File: config.mk
export PLATFORM = sky130hd
export DESIGN_NAME = ibex_mem_responder
export DESIGN_NICKNAME = d
export VERILOG_FILES = /design/src/rtl/ibex_mem_responder.sv
export SDC_FILE = /design/constraint.sdc
export NUM_CORES = 1
export LEC_CHECK = 0
export ABC_AREA = 1
export CAP_MARGIN = 10
export CORE_AREA = 3 3 134 136
export DETAILED_ROUTE_END_ITERATION = 12
export DIE_AREA = 0 0 137 139
export PLACE_DENSITY = 0.72
export SYNTH_ARGS = -nofsm -noshare
export SYNTH_HDL_FRONTEND = slang
export SYNTH_SLANG_ARGS = --single-unit
File: constraint.sdc
create_clock -name clk -period 2.1 [get_ports clk]
set_clock_uncertainty 0.1 [all_clocks]
set_input_delay 0.21 -clock clk [delete_from_list [all_inputs] [get_ports clk]]
set_output_delay 0.21 -clock clk [all_outputs]
set_load 0.02 [all_outputs]
File: src/rtl/ibex_mem_responder.sv
// Responder for the Ibex instruction/data req/gnt/rvalid buses: round-robin
// arbitration onto one word RAM, plus host mailbox and halt registers.
module ibex_mem_responder #(
  parameter int unsigned Depth    = 16384,
  parameter logic [31:0] HostAddr = 32'h0002_0000,
  parameter logic [31:0] HaltAddr = 32'h0002_0004
) (
  input  logic        clk,
  input  logic        reset,
  input  logic        instr_req_i,
  input  logic [31:0] instr_addr_i,
  output logic        instr_gnt_o,
  output logic        instr_rvalid_o,
  output logic [31:0] instr_rdata_o,
  output logic        instr_err_o,
  input  logic        data_req_i,
  input  logic        data_we_i,
  input  logic [3:0]  data_be_i,
  input  logic [31:0] data_addr_i,
  input  logic [31:0] data_wdata_i,
  output logic        data_gnt_o,
  output logic        data_rvalid_o,
  output logic [31:0] data_rdata_o,
  output logic        data_err_o,
  output logic        mem_req_o,
  output logic        mem_we_o,
  output logic [3:0]  mem_be_o,
  output logic [31:0] mem_addr_o,
  output logic [31:0] mem_wdata_o,
  input  logic        mem_rvalid_i,
  input  logic [31:0] mem_rdata_i,
  output logic        host_wr_valid_o,
  output logic [31:0] host_wr_data_o,
  output logic        sim_halt_o,
  output logic [31:0] halt_code_o,
  output logic        proto_err_o
);

  localparam logic [1:0]  KindRam   = 2'd0;
  localparam logic [1:0]  KindHost  = 2'd1;
  localparam logic [1:0]  KindHalt  = 2'd2;
  localparam logic [1:0]  KindErr   = 2'd3;
  localparam logic        PortInstr = 1'b0;
  localparam logic        PortData  = 1'b1;
  localparam logic [32:0] RamLimit  = 33'(Depth) << 2;

  logic        last_grant;
  logic        tag_valid;
  logic        tag_port;
  logic [1:0]  tag_kind;

  logic        grant_instr;
  logic        grant_data;
  logic        grant_any;
  logic        sel_port;
  logic [31:0] sel_addr;
  logic [1:0]  sel_kind;
  logic        resp_valid;
  logic        resp_ram;
  logic        ram_rsp_expected;

  // Round-robin: on contention, grant the port that did not win last time.
  always_comb begin
    grant_instr = 1'b0;
    grant_data  = 1'b0;
    if (!reset) begin
      if (instr_req_i && data_req_i) begin
        if (last_grant == PortInstr) grant_data = 1'b1;
        else                         grant_instr = 1'b1;
      end else begin
        grant_instr = instr_req_i;
        grant_data  = data_req_i;
      end
    end
  end

  assign grant_any   = grant_instr | grant_data;
  assign sel_port    = grant_data ? PortData : PortInstr;
  assign sel_addr    = grant_data ? data_addr_i : instr_addr_i;
  assign instr_gnt_o = grant_instr;
  assign data_gnt_o  = grant_data;

  // Address decode; host registers are reachable from the data port only.
  always_comb begin
    sel_kind = KindErr;
    if ({1'b0, sel_addr} < RamLimit) begin
      sel_kind = KindRam;
    end else if (grant_data && (sel_addr[31:2] == HostAddr[31:2])) begin
      sel_kind = KindHost;
    end else if (grant_data && (sel_addr[31:2] == HaltAddr[31:2])) begin
      sel_kind = KindHalt;
    end
  end

  assign mem_req_o   = grant_any && (sel_kind == KindRam);
  assign mem_we_o    = mem_req_o && grant_data && data_we_i;
  assign mem_be_o    = grant_data ? data_be_i : 4'hF;
  assign mem_addr_o  = sel_addr;
  assign mem_wdata_o = grant_data ? data_wdata_i : 32'h0;

  // Responses come straight from the in-flight tag; reset suppresses them.
  assign resp_valid       = tag_valid && !reset;
  assign resp_ram         = tag_kind == KindRam;
  assign ram_rsp_expected = tag_valid && resp_ram;

  assign instr_rvalid_o = resp_valid && (tag_port == PortInstr);
  assign data_rvalid_o  = resp_valid && (tag_port == PortData);
  assign instr_err_o    = instr_rvalid_o && (tag_kind == KindErr);
  assign data_err_o     = data_rvalid_o && (tag_kind == KindErr);
  assign instr_rdata_o  = (instr_rvalid_o && resp_ram) ? mem_rdata_i : 32'h0;
  assign data_rdata_o   = (data_rvalid_o && resp_ram) ? mem_rdata_i : 32'h0;

  always_ff @(posedge clk) begin
    if (reset) begin
      last_grant      <= PortInstr;
      tag_valid       <= 1'b0;
      tag_port        <= PortInstr;
      tag_kind        <= KindRam;
      host_wr_valid_o <= 1'b0;
      host_wr_data_o  <= 32'h0;
      sim_halt_o      <= 1'b0;
      halt_code_o     <= 32'h0;
      proto_err_o     <= 1'b0;
    end else begin
      tag_valid <= grant_any;
      if (grant_any) begin
        last_grant <= sel_port;
        tag_port   <= sel_port;
        tag_kind   <= sel_kind;
      end
      host_wr_valid_o <= grant_data && data_we_i && (sel_kind == KindHost);
      if (grant_data && data_we_i && (sel_kind == KindHost)) begin
        host_wr_data_o <= data_wdata_i;
      end
      if (grant_data && data_we_i && (sel_kind == KindHalt)) begin
        sim_halt_o  <= 1'b1;
        halt_code_o <= data_wdata_i;
      end
      if (mem_rvalid_i != ram_rsp_expected) begin
        proto_err_o <= 1'b1;
      end
    end
  end

endmodule

After elaboration in Yosys (flattened, before gate mapping). Index checks and enable logic that the tools add are counted.

Input port bits: 138. Output and inout bits: 207. Word-level logic and storage cells: 52. Register bits: 71.

Reduce and logical (&&, ||, !) cells: 20. Eq/ne operators: 6. Multiplexer cells: 15. Bitwise gates (word level): 2. $lt $le $gt $ge: 1.

Operators with widths (count): two-way mux 32 bit (4); == test 30 x 16 -> 1 bit (second input constant) (2); < comparator 32 x 17 -> 1 bit (second input constant) (1); logical AND 1 bit (17); two-way mux 1 bit (8); == test 2 bit (second input constant) (2); logical NOT 2 bit (2); two-way mux 2 bit (2); two-way mux 4 bit (1); == test 2 x 1 -> 1 bit (second input constant) (1); logical NOT 1 bit (1); inequality test 1 bit (1); inverter 1 bit (1); bitwise OR 1 bit (1).

Logic depth before layout (Yosys ltp). Gate-level depths: netlist of run 1.

Word-level depth: 13. Gate-level depth with buffers: 17. Gate-level depth less buffers: 14.

Worst setup path before layout of run 1. Ideal clock, no wire load.

Path type: flip-flop to flip-flop. Start: register tag_port (netlist name). End: register halt_code_o[17]. Required time: 1.884 ns. Setup time: 0.116 ns. Slack: -0.060 ns. Cell stages (with the launch flop): 14. Period minus slack after synthesis: 2.160 ns. Path buffers: 3. Arrival: 1.944 ns. Cells stage by stage: dfxtp_1 -> nand2_2 -> nand3_4 -> buf_6 -> nand2_1 -> nand2_1 -> nor2_1 -> nand3_1 -> nor2_2 -> nand3_2 -> buf_6 -> buf_2 -> nor3_2 -> nor2_1.

RTL lines: end signal: assignment (line 137) `halt_code_o <= data_wdata_i;`; end: declaration (line 35) `output logic [31:0] halt_code_o,`.

==> qor.yml, run 1 <==
status: "finished, violations left"
violations: "negative setup slack"
synthSimpleGateAreaFrac_pct: 44.8
synthFlopType: "dfxtp_1"
critPathCaptureType: "register"
netlist-cell-type-count: 30
crit_path_top_delay_cell: "dfxtp_4"
syn-cell-area_um2: 4630
critPathMaxStageDelay_ps: 360
synth-xor-area-share_pct: 0.189
period_share_pct: 112
layout_min_cycle_time_ps: 2350
maxSlewViolCount: 0
muxShareOfSynthArea_pct: 0
synthesis.nets: 935
root_buffer: "clkbuf_16"
final-setup-viol-count: 71
final_common_cell: "clkdlybuf4s50_1"
use_met1_pct: 24.6
hpwl_mm: 15.8
vias_per_cell: 4.37
grt_busiest_layer: "met2"
use_met3_pct: 7.04
grt_max_degree: 66
synth-compound-area-share_pct: 6.59
fp.dieArea_um2: 19000
ant_nets: 0
row_count: 48
fin_cells: 1439
maxCapViolations: 0
max_slew.worst_pin.slew_ps: 731
yosys-top-cells-area: "dfxtp_1 31%, nand2_1 16%, nor2_1 15%"
synth_top_cell_area_share_pct: 30.7
critical_path_class: "register to register"
io_pins: 345
grt_overflow_total: 0
cts_inserted_buffers: 9
hold_ws_ps: 277
cts_tree: "built"
drt-total-wl_mm: 22.1
start_util_pct: 27.2
maxSlewHeadroom_pct: 51.3
finalSetupTns_ps: -13950
p_leak_nw: 4.75
fin_ws_ps: -255
grt_pass1_vias: 6077
vias: 6295
clk_pin_slew_ps: 50
cp_cell_sequence: "nand2_8, inv_4, nor2_4, buf_6, nand2_1, nand2_1, nand2_1, nor2_2, nand2_2, buf_6, nor2_4, nand3_4, buf_12, buf_12, o21bai_1, nand2_1, nor2_1"
yosys.area.top_type: "dfxtp_1"
worst-path-buf-inv: 5
core_area_um2: 17100
drt_pass1_iterations: 4
syn_inst: 797
layout_common_cells: "201 x clkdlybuf4s50_1, 180 x nor2_1, 172 x nand2_1"
place.gp.congestion: 0.921
drc: 0
synthArstFlopShare_pct: 0
hold_class: "input pin to register"
drt-initial-drc-count: 301
grtUsageMet2_pct: 39.1
final_nets: 1343
power_w: 0.00384
synth_edf_count: 0
avgSynthCellArea_um2: 5.81
cp-start-kind: "register"
grt_pass1_wl_mm: 33.2
crit_path_frequent_cell: "nand2_1"
htreeDepth: 3
synth_seq_cells: 71
die_y_um: 139
utilization_pct: 55.0
antenna_found_initial: 5
worstPathRequired_ps: 2270
cts_sinks: 71
grt_usage_pct: 22.2
clk_latency_ps: 330
crit_path_max_fanout: 7
yosysWarnings: 0
die_x_um: 137
synthAdderAreaFrac_pct: 0
numPlacedInstances: 1383
hold_viol: 0
syn_to_final_growth_pct: 102
rsz0062_at_grt: "yes"
critical-path-top-delay-family: "simple AND/OR/NAND/NOR gates"
synth_seq_area_share_pct: 30.7
ir_worst_vdd_mv: 0.404
maxClockFrequency_mhz: 425
ctsHoldBuffers: 0
arrival_ps: 2520
post_drt_wl_per_cell_um: 15.3
power.density_nw_per_um2: 410
port_buffers: 344
synth_top_family_by_area: "simple AND/OR/NAND/NOR gates"
clk_path_buf_depth: 2
drive_above_1_share_pct: 25.8
[kinds of logic (layout without fill, tap and decap cells)]
family | after synthesis | count (layout)
simple gates | 491 | 492
buf+inv | 194 | 606
flops | 71 | 71
compound gates | 40 | 40
xor+xnor | 1 | 1
other cells | 0 | 4
[synthesized netlist by cell type, types with 2 or more instances]
cell        n
clkbuf_1   19
nor2_2      3
o21ai_1     2
o21ai_0     3
a21oi_1     2
dfxtp_1    71
buf_6       7
buf_2      18
nor3_2     10
and3_1      2
nand2_1   195
nor3_1     56
nand2_2     2
nor2_1    190
or2_2       4
o21bai_1   26
nand3_1    20
inv_2       2
buf_4       4
inv_1     143
o21bai_2    6
nand3b_1    4
[power by group]
part           switching (W)  internal (W)  leakage (nW)
registers         0.00000832       0.00136         0.574
clock network       0.000569      0.000799         0.120
logic               0.000569      0.000544          4.06
total                0.00115       0.00270          4.75
[worst register-to-register path: cells and delay by family (launching register included)]
| family | cells | cell delay (ps) |
|---|---|---|
| AO/OA/AOI/OAI | 1 | 130 |
| buffers and inverters | 5 | 600 |
| flip-flops | 1 | 360 |
| AND/OR/NAND/NOR | 11 | 1090 |
[layout make-up]
class | count | area (um2)
antenna | 4 | 10.0
sequential | 71 | 1430
tap | 225 | 282
clock inverter | 3 | 20.0
clock buffer | 13 | 240
fill | 1689 | 7670
timing repair buffer | 444 | 4190
inverter | 146 | 553
multi-input combinational | 533 | 2660
[worst paths after layout]
kind / startpoint / to / slack (ps) / cells past startpoint
hold / removal: data_req_i / tag_port / 280 / 3
setup / recovery: tag_port / halt_code_o[16] / -250 / 17
setup reg to reg: tag_port / halt_code_o[16] / -250 / 17
hold reg to reg: proto_err_o / proto_err_o / 370 / 2
[registers in the layout, summed over array words and instances, names as in the netlist]
name	cells
host_wr_data_o	32
host_wr_valid_o	1
halt_code_o	32
tag_valid	1
sim_halt_o	1
proto_err_o	1
tag_port	1
tag_kind	2
[metal layers]
layer  share of wire, %  vias to the layer above  wire length (um)
met4                3.1                        4               683
met2                 50                      260             11100
met5               0.12                        -                26
met3                9.4                       47              2070
met1                 37                     2792              8220
li1                   -                     3192                 -
[metrics by stage]
step                worst slack (ps)  cell area, um2
floorplan                      0.832            4650
global placement                -722            8700
detailed placement              -770            8700
CTS                             -233            9650
global route                    -441            9380
finish                          -255            9380
[what timing repair did]
action	CTS	global route
resized for setup	380	147
buffers inserted	24	3
endpoints found under the setup margin	205	163
gates cloned	11	0
pin swaps	14	15
No activity file was read; power rests on OpenSTA's default activity.
==> run 2, diff against run 1 <==
==> constraint.sdc (replaced) <==
create_clock -name clk -period 2.1 [get_ports clk]
set_clock_uncertainty 0.1 [all_clocks]
set_input_delay 0.42 -clock clk [delete_from_list [all_inputs] [get_ports clk]]
set_output_delay 0.42 -clock clk [all_outputs]
set_load 0.02 [all_outputs]
==> run 2 against run 1 <==
The flow still finishes with violations (negative setup slack). Combinational power grew 17%. Wire length grew 5.8%. Critical path depth shrank 4. Register-to-register slack lost 40 ps. Sequential power is essentially flat. Via count grew 2.3%. Die area is the same. Count of clock-buffer cells in the layout shrank 3. Cell area grew 12%. Power grew 10%. First-iteration DRC count shrank 17%. Critical endpoint is now mem_req_o.
==> qor.yml, run 2 (synthesis gave the netlist of run 1 again) <==
status: "finished, violations left"
violations: "negative setup slack"
final_common_cell: "clkdlybuf4s50_1"
maxSlewHeadroom_pct: 52.3
crit_path_frequent_cell: "nand2_4"
nFillCells: 1512
clk_latency_ps: 330
whs_path_depth: 3
worstPathRequired_ps: 1580
post_drt_wl_per_cell_um: 15.9
vias: 6441
final_nets: 1372
port_buffers: 344
hold_class: "input pin to register"
utilization_pct: 61.4
clk_path_buf_depth: 2
cts_tree: "built"
place.gp.congestion: 0.909
htreeDepth: 3
io_pins: 345
drive_above_1_share_pct: 36.0
hold_viol: 0
hold_ws_ps: 336
core_area_um2: 17100
vias_per_cell: 4.39
grt_pass1_vias: 5959
maxSlewViolCount: 0
crit_path_top_delay_cell: "clkdlybuf4s15_1"
syn_to_final_growth_pct: 126
drt-total-wl_mm: 23.4
grt_max_degree: 66
maxClockFrequency_mhz: 413
ant_nets: 0
pre_cts_ws_ps: -1150
grt_overflow_total: 0
fp.dieArea_um2: 19000
cts_sinks: 71
cp-start-kind: "input pin"
critical-path-top-delay-family: "simple AND/OR/NAND/NOR gates"
numPlacedInstances: 1405
cp_cell_sequence: "clkdlybuf4s15_1, nand2_4, nand3_4, buf_12, buf_6, nand2_4, nand2_4, nor2_4, nand2_1, nor2_4, nand2_4, nor2_4, buf_6"
grt_pass1_wl_mm: 31.8
hpwl_mm: 15.7
start_util_pct: 27.2
row_count: 48
fin_ws_ps: -322
drt-initial-drc-count: 251
cts_inserted_buffers: 9
critPathMaxStageDelay_ps: 220
layout_common_cells: "201 x clkdlybuf4s50_1, 170 x nand2_1, 141 x nor2_1"
critical_path_class: "input pin to output port"
clk_pin_slew_ps: 50
drt_pass1_iterations: 4
ctsHoldBuffers: 0
ir_worst_vdd_mv: 0.363
crit_path_max_fanout: 4
reg_top3: "halt_code_o: 32 flops, host_wr_data_o: 32 flops, tag_kind: 2 flops"
root_buffer: "clkbuf_16"
drc: 0
power.density_nw_per_um2: 405
grt_usage_pct: 20.9
die_x_um: 137
critical_path_depth: 13
fin_area_um2: 10500
antenna_found_initial: 3
worst-path-buf-inv: 4
max_slew.worst_pin.slew_ps: 716
arrival_ps: 1900
p_leak_nw: 5.05
place_area_um2: 9100
rsz0062_at_grt: "yes"
final-setup-viol-count: 142
period_share_pct: 115
critPathCaptureType: "output port"
r2r_cells: 18
fin_cells: 1466
die_y_um: 139
maxCapViolations: 0
layout_min_cycle_time_ps: 2420
## run 2: changes by cell type in the layout (fill, tap and decap cells not counted), moves of 5 or more
| cell | delta |
|---|---|
| clkbuf_2 | -25 |
| buf_6 | +42 |
| nor3_2 | +42 |
| nor3_1 | -43 |
| nand2_4 | +8 |
| buf_4 | +60 |
| nor2_1 | -39 |
| dlygate4sd2_1 | -18 |
| nand2_2 | -5 |
| clkbuf_16 | +8 |
| nor2_4 | +36 |
| buf_2 | -32 |
## run 2: area by class of cell
| class | instances | area, um2 | share of cell area (%) |
|---|---|---|---|
| timing repair buffer | 473 | 4730 | 45.2 |
| multi-input combinational | 533 | 3170 | 30.3 |
| sequential | 71 | 1420 | 13.6 |
| inverter | 146 | 556 | 5.31 |
| tap | 225 | 282 | 2.69 |
| clock buffer | 10 | 239 | 2.28 |
| clock inverter | 5 | 56.3 | 0.538 |
| antenna | 3 | 7.51 | 0.0717 |
## run 2: through the flow
step / setup TNS [ps] / power (W)
2_1_floorplan: -5950 / 0.00186
3_3_place_gp: -156090 / 0.00254
3_5_place_dp: -163480 / 0.00255
4_1_cts: -14450 / 0.00412
5_1_grt: -35230 / 0.00440
6_report: -18150 / 0.00424
## run 2: path summary, 6_finish.rpt
path / start / to / slack, ps
max: instr_req_i / mem_req_o / -320
min: data_req_i / tag_port / 340
max reg2reg: tag_port / host_wr_data_o[30] / -290
min reg2reg: proto_err_o / proto_err_o / 370
## run 2: repair_timing
action / 4_1_cts / 5_1_grt
endpoints found under the setup margin: 208 / 198
buffers inserted: 9 / 16
gates cloned: 8 / 11
pin swaps: 13 / 18
gates resized for setup: 574 / 208
## run 2: tightest hold or removal path, stage by stage
cell      delay [ps]
buf_2            150
inv_2             90
a211oi_1          70
## run 2: power breakdown
group / total, W / internal [W] / leakage, nW / switching, W
Clock: 0.00158 / 0.000946 / 0.145 / 0.000632
Sequential: 0.00136 / 0.00136 / 0.573 / 0.00000622
Combinational: 0.00130 / 0.000642 / 4.33 / 0.000659
## run 2: layer usage
layer	share of wire (%)	up-vias	GRT usage, %
met3	7.0	33	4.93
met1	37	2943	23.6
met2	53	221	37.6
met5	0	-	0
met4	2.7	0	8.19
li1	-	3244	-
==> run 3, diff against run 2 <==
--- a/config.mk
+++ b/config.mk
@@ -9,6 +9,6 @@
 export CAP_MARGIN = 10
-export CORE_AREA = 3 3 134 136
+export CORE_AREA = 3 3 133 135
 export DETAILED_ROUTE_END_ITERATION = 12
-export DIE_AREA = 0 0 137 139
-export PLACE_DENSITY = 0.72
+export DIE_AREA = 0 0 136 138
+export PLACE_DENSITY = 0.7
 export SYNTH_ARGS = -nofsm -noshare
==> constraint.sdc (replaced) <==
create_clock -name clk -period 3 [get_ports clk]
set_clock_uncertainty 0.1 [all_clocks]
set_input_delay 0.6 -clock clk [delete_from_list [all_inputs] [get_ports clk]]
set_output_delay 0.6 -clock clk [all_outputs]
set_load 0.05 [all_outputs]
==> run 3 against run 2 <==
The flow now finishes without violations. Core utilization increased by 2.1 points. Non-clock buffer count is 56 lower. Critical path depth did not move. First-iteration DRC count grew 25%. Via count decreased by 5.2%. Combinational power down 10%. Clock power is 32% lower. Sequential cell count unchanged. Worst hold slack improved by 47 ps. Cell count down 4.0%. Sequential power shrank 30%. Setup slack improved by 410 ps. Critical path type unchanged. Critical endpoint unchanged.
==> qor.yml, run 3 (synthesis gave the netlist of run 1 again) <==
status: "finished clean"
grt_pass1_wl_mm: 32.4
power_w: 0.00320
crit_path_top_delay_cell: "dlygate4sd2_1"
drive_above_1_share_pct: 28.5
row_count: 47
ir_worst_vdd_mv: 0.229
antenna_found_initial: 4
grt_overflow_total: 0
clk_latency_ps: 320
maxSlewViolCount: 0
fin_cells: 1407
vias: 6105
post_drt_wl_per_cell_um: 15.1
arrival_ps: 2210
period_share_pct: 97.1
reg_top3: "halt_code_o: 32 flops, host_wr_data_o: 32 flops, tag_kind: 2 flops"
hold_class: "register to register"
pwr-share-seq_pct: 29.9
die_x_um: 136
p_sw_share_pct: 32.8
port_buffers: 344
maxClockFrequency_mhz: 343
worstPathRequired_ps: 2300
vias_per_cell: 4.34
syn_to_final_growth_pct: 127
final_common_cell: "clkdlybuf4s50_1"
p_leak_nw: 4.88
critPathCaptureType: "output port"
maxCapViolations: 0
ant_nets: 0
power.density_nw_per_um2: 304
grt_usage_pct: 21.5
p_int_w: 0.00215
crit_path_max_fanout: 8
clk_pin_slew_ps: 60
clk_path_buf_depth: 2
r2r_slack_ps: 450
hold_viol: 0
grt_max_degree: 66
layout_min_cycle_time_ps: 2910
comb_power_share_pct: 36.6
cts_tree: "built"
critical_path_class: "input pin to output port"
layout_common_cells: "201 x clkdlybuf4s50_1, 188 x nand2_1, 143 x inv_1"
htreeDepth: 3
cts_sinks: 71
drt-total-wl_mm: 21.3
die_y_um: 138
core_area_um2: 16600
final_nets: 1316
place.gp.congestion: 0.911
drt_pass1_iterations: 5
pwr-share-clk_pct: 33.5
grt_pass1_vias: 5871
cts_inserted_buffers: 9
cp-start-kind: "input pin"
start_util_pct: 27.9
root_buffer: "clkbuf_16"
final-setup-viol-count: 0
maxSlewHeadroom_pct: 52.5
crit_path_frequent_cell: "nand2_2"
drc: 0
max_slew.worst_pin.slew_ps: 713
numPlacedInstances: 1377
hpwl_mm: 17.0
io_pins: 345
switching_power_w: 0.00105
fp.dieArea_um2: 18800
cp_cell_sequence: "dlygate4sd2_1, nand2_2, nand3_4, buf_6, buf_4, nand2_2, nand2_2, nor2_2, nand2_1, nor2_2, nand2_2, nor2_4, buf_12"
drt-initial-drc-count: 314
critPathMaxStageDelay_ps: 250
-- run 3: changes by cell type in the layout (fill, tap and decap cells not counted), moves of 11 or more --
| cell | change |
|---|---|
| buf_12 | +124 |
| buf_2 | -22 |
| buf_4 | -52 |
| buf_6 | -57 |
| clkdlybuf4s15_2 | -16 |
| nand2_1 | +18 |
| nand2_4 | -11 |
| nor2_1 | -17 |
| nor2_2 | +55 |
| nor2_4 | -37 |
| nor3_1 | +48 |
| nor3_2 | -48 |
-- run 3: path summary, 6_finish.rpt --
check | from | end | cells past startpoint
max | instr_req_i | mem_req_o | 13
max reg2reg | tag_port | halt_code_o[15] | 15
min reg2reg | sim_halt_o | sim_halt_o | 2
min | sim_halt_o | sim_halt_o | 2
-- run 3: layout make-up --
type	count	area [um2]
Antenna cell	4	10.0
Clock buffer	10	229
Clock inverter	6	70.1
Fill cell	1438	6060
Inverter	146	551
Multi-Input combinational cell	533	2630
Sequential cell	71	1420
Tap cell	220	275
Timing Repair Buffer	417	5340
-- run 3: through the flow --
step / util, % / worst slack [ps] / TNS, ps / area, um2 / hold slack (ps)
2_1_floorplan: - / -103 / -207 / 4820 / 363
3_3_place_gp: 60.8 / -234 / -9450 / 10100 / 356
3_5_place_dp: 60.8 / -250 / -10610 / 10100 / 366
4_1_cts: 63.1 / 42.2 / 0 / 10500 / 380
5_1_grt: 63.4 / -26.2 / -26.2 / 10500 / 410
6_report: 63.4 / 87.4 / 0 / 10500 / 383
-- run 3: repair_timing --
action | in CTS | in global routing
pin swaps | 6 | 7
hold buffers | 0 | 0
setup endpoints to repair | 8 | 2
buffers inserted | 6 | 3
gates resized for setup | 9 | 11
cloned | 1 | 0
-- run 3: worst max-delay path, delay by kind of cell --
| kind | cells | cell delay [ps] |
|---|---|---|
| buffers and inverters | 4 | 680 |
| AND/OR/NAND/NOR | 9 | 920 |
-- run 3: layer usage --
layer / vias to the layer above / share of wire, % / GRT usage [%]
met4: 0 / 2.3 / 6.68
met1: 2716 / 39 / 25.1
met5: - / 0 / 0
li1: 3126 / - / -
met3: 24 / 7.7 / 4.83
met2: 239 / 51 / 38.7
-- run 3: power by group through the flow --
stage / sequential (W) / combinational (W) / clock, W
floorplan: 0.000979 / 0.000496 / 0
global placement: 0.000975 / 0.00114 / 0
detailed placement: 0.000976 / 0.00115 / 0
CTS: 0.000954 / 0.00117 / 0.00110
global route: 0.000955 / 0.00123 / 0.00115
finish: 0.000955 / 0.00117 / 0.00107
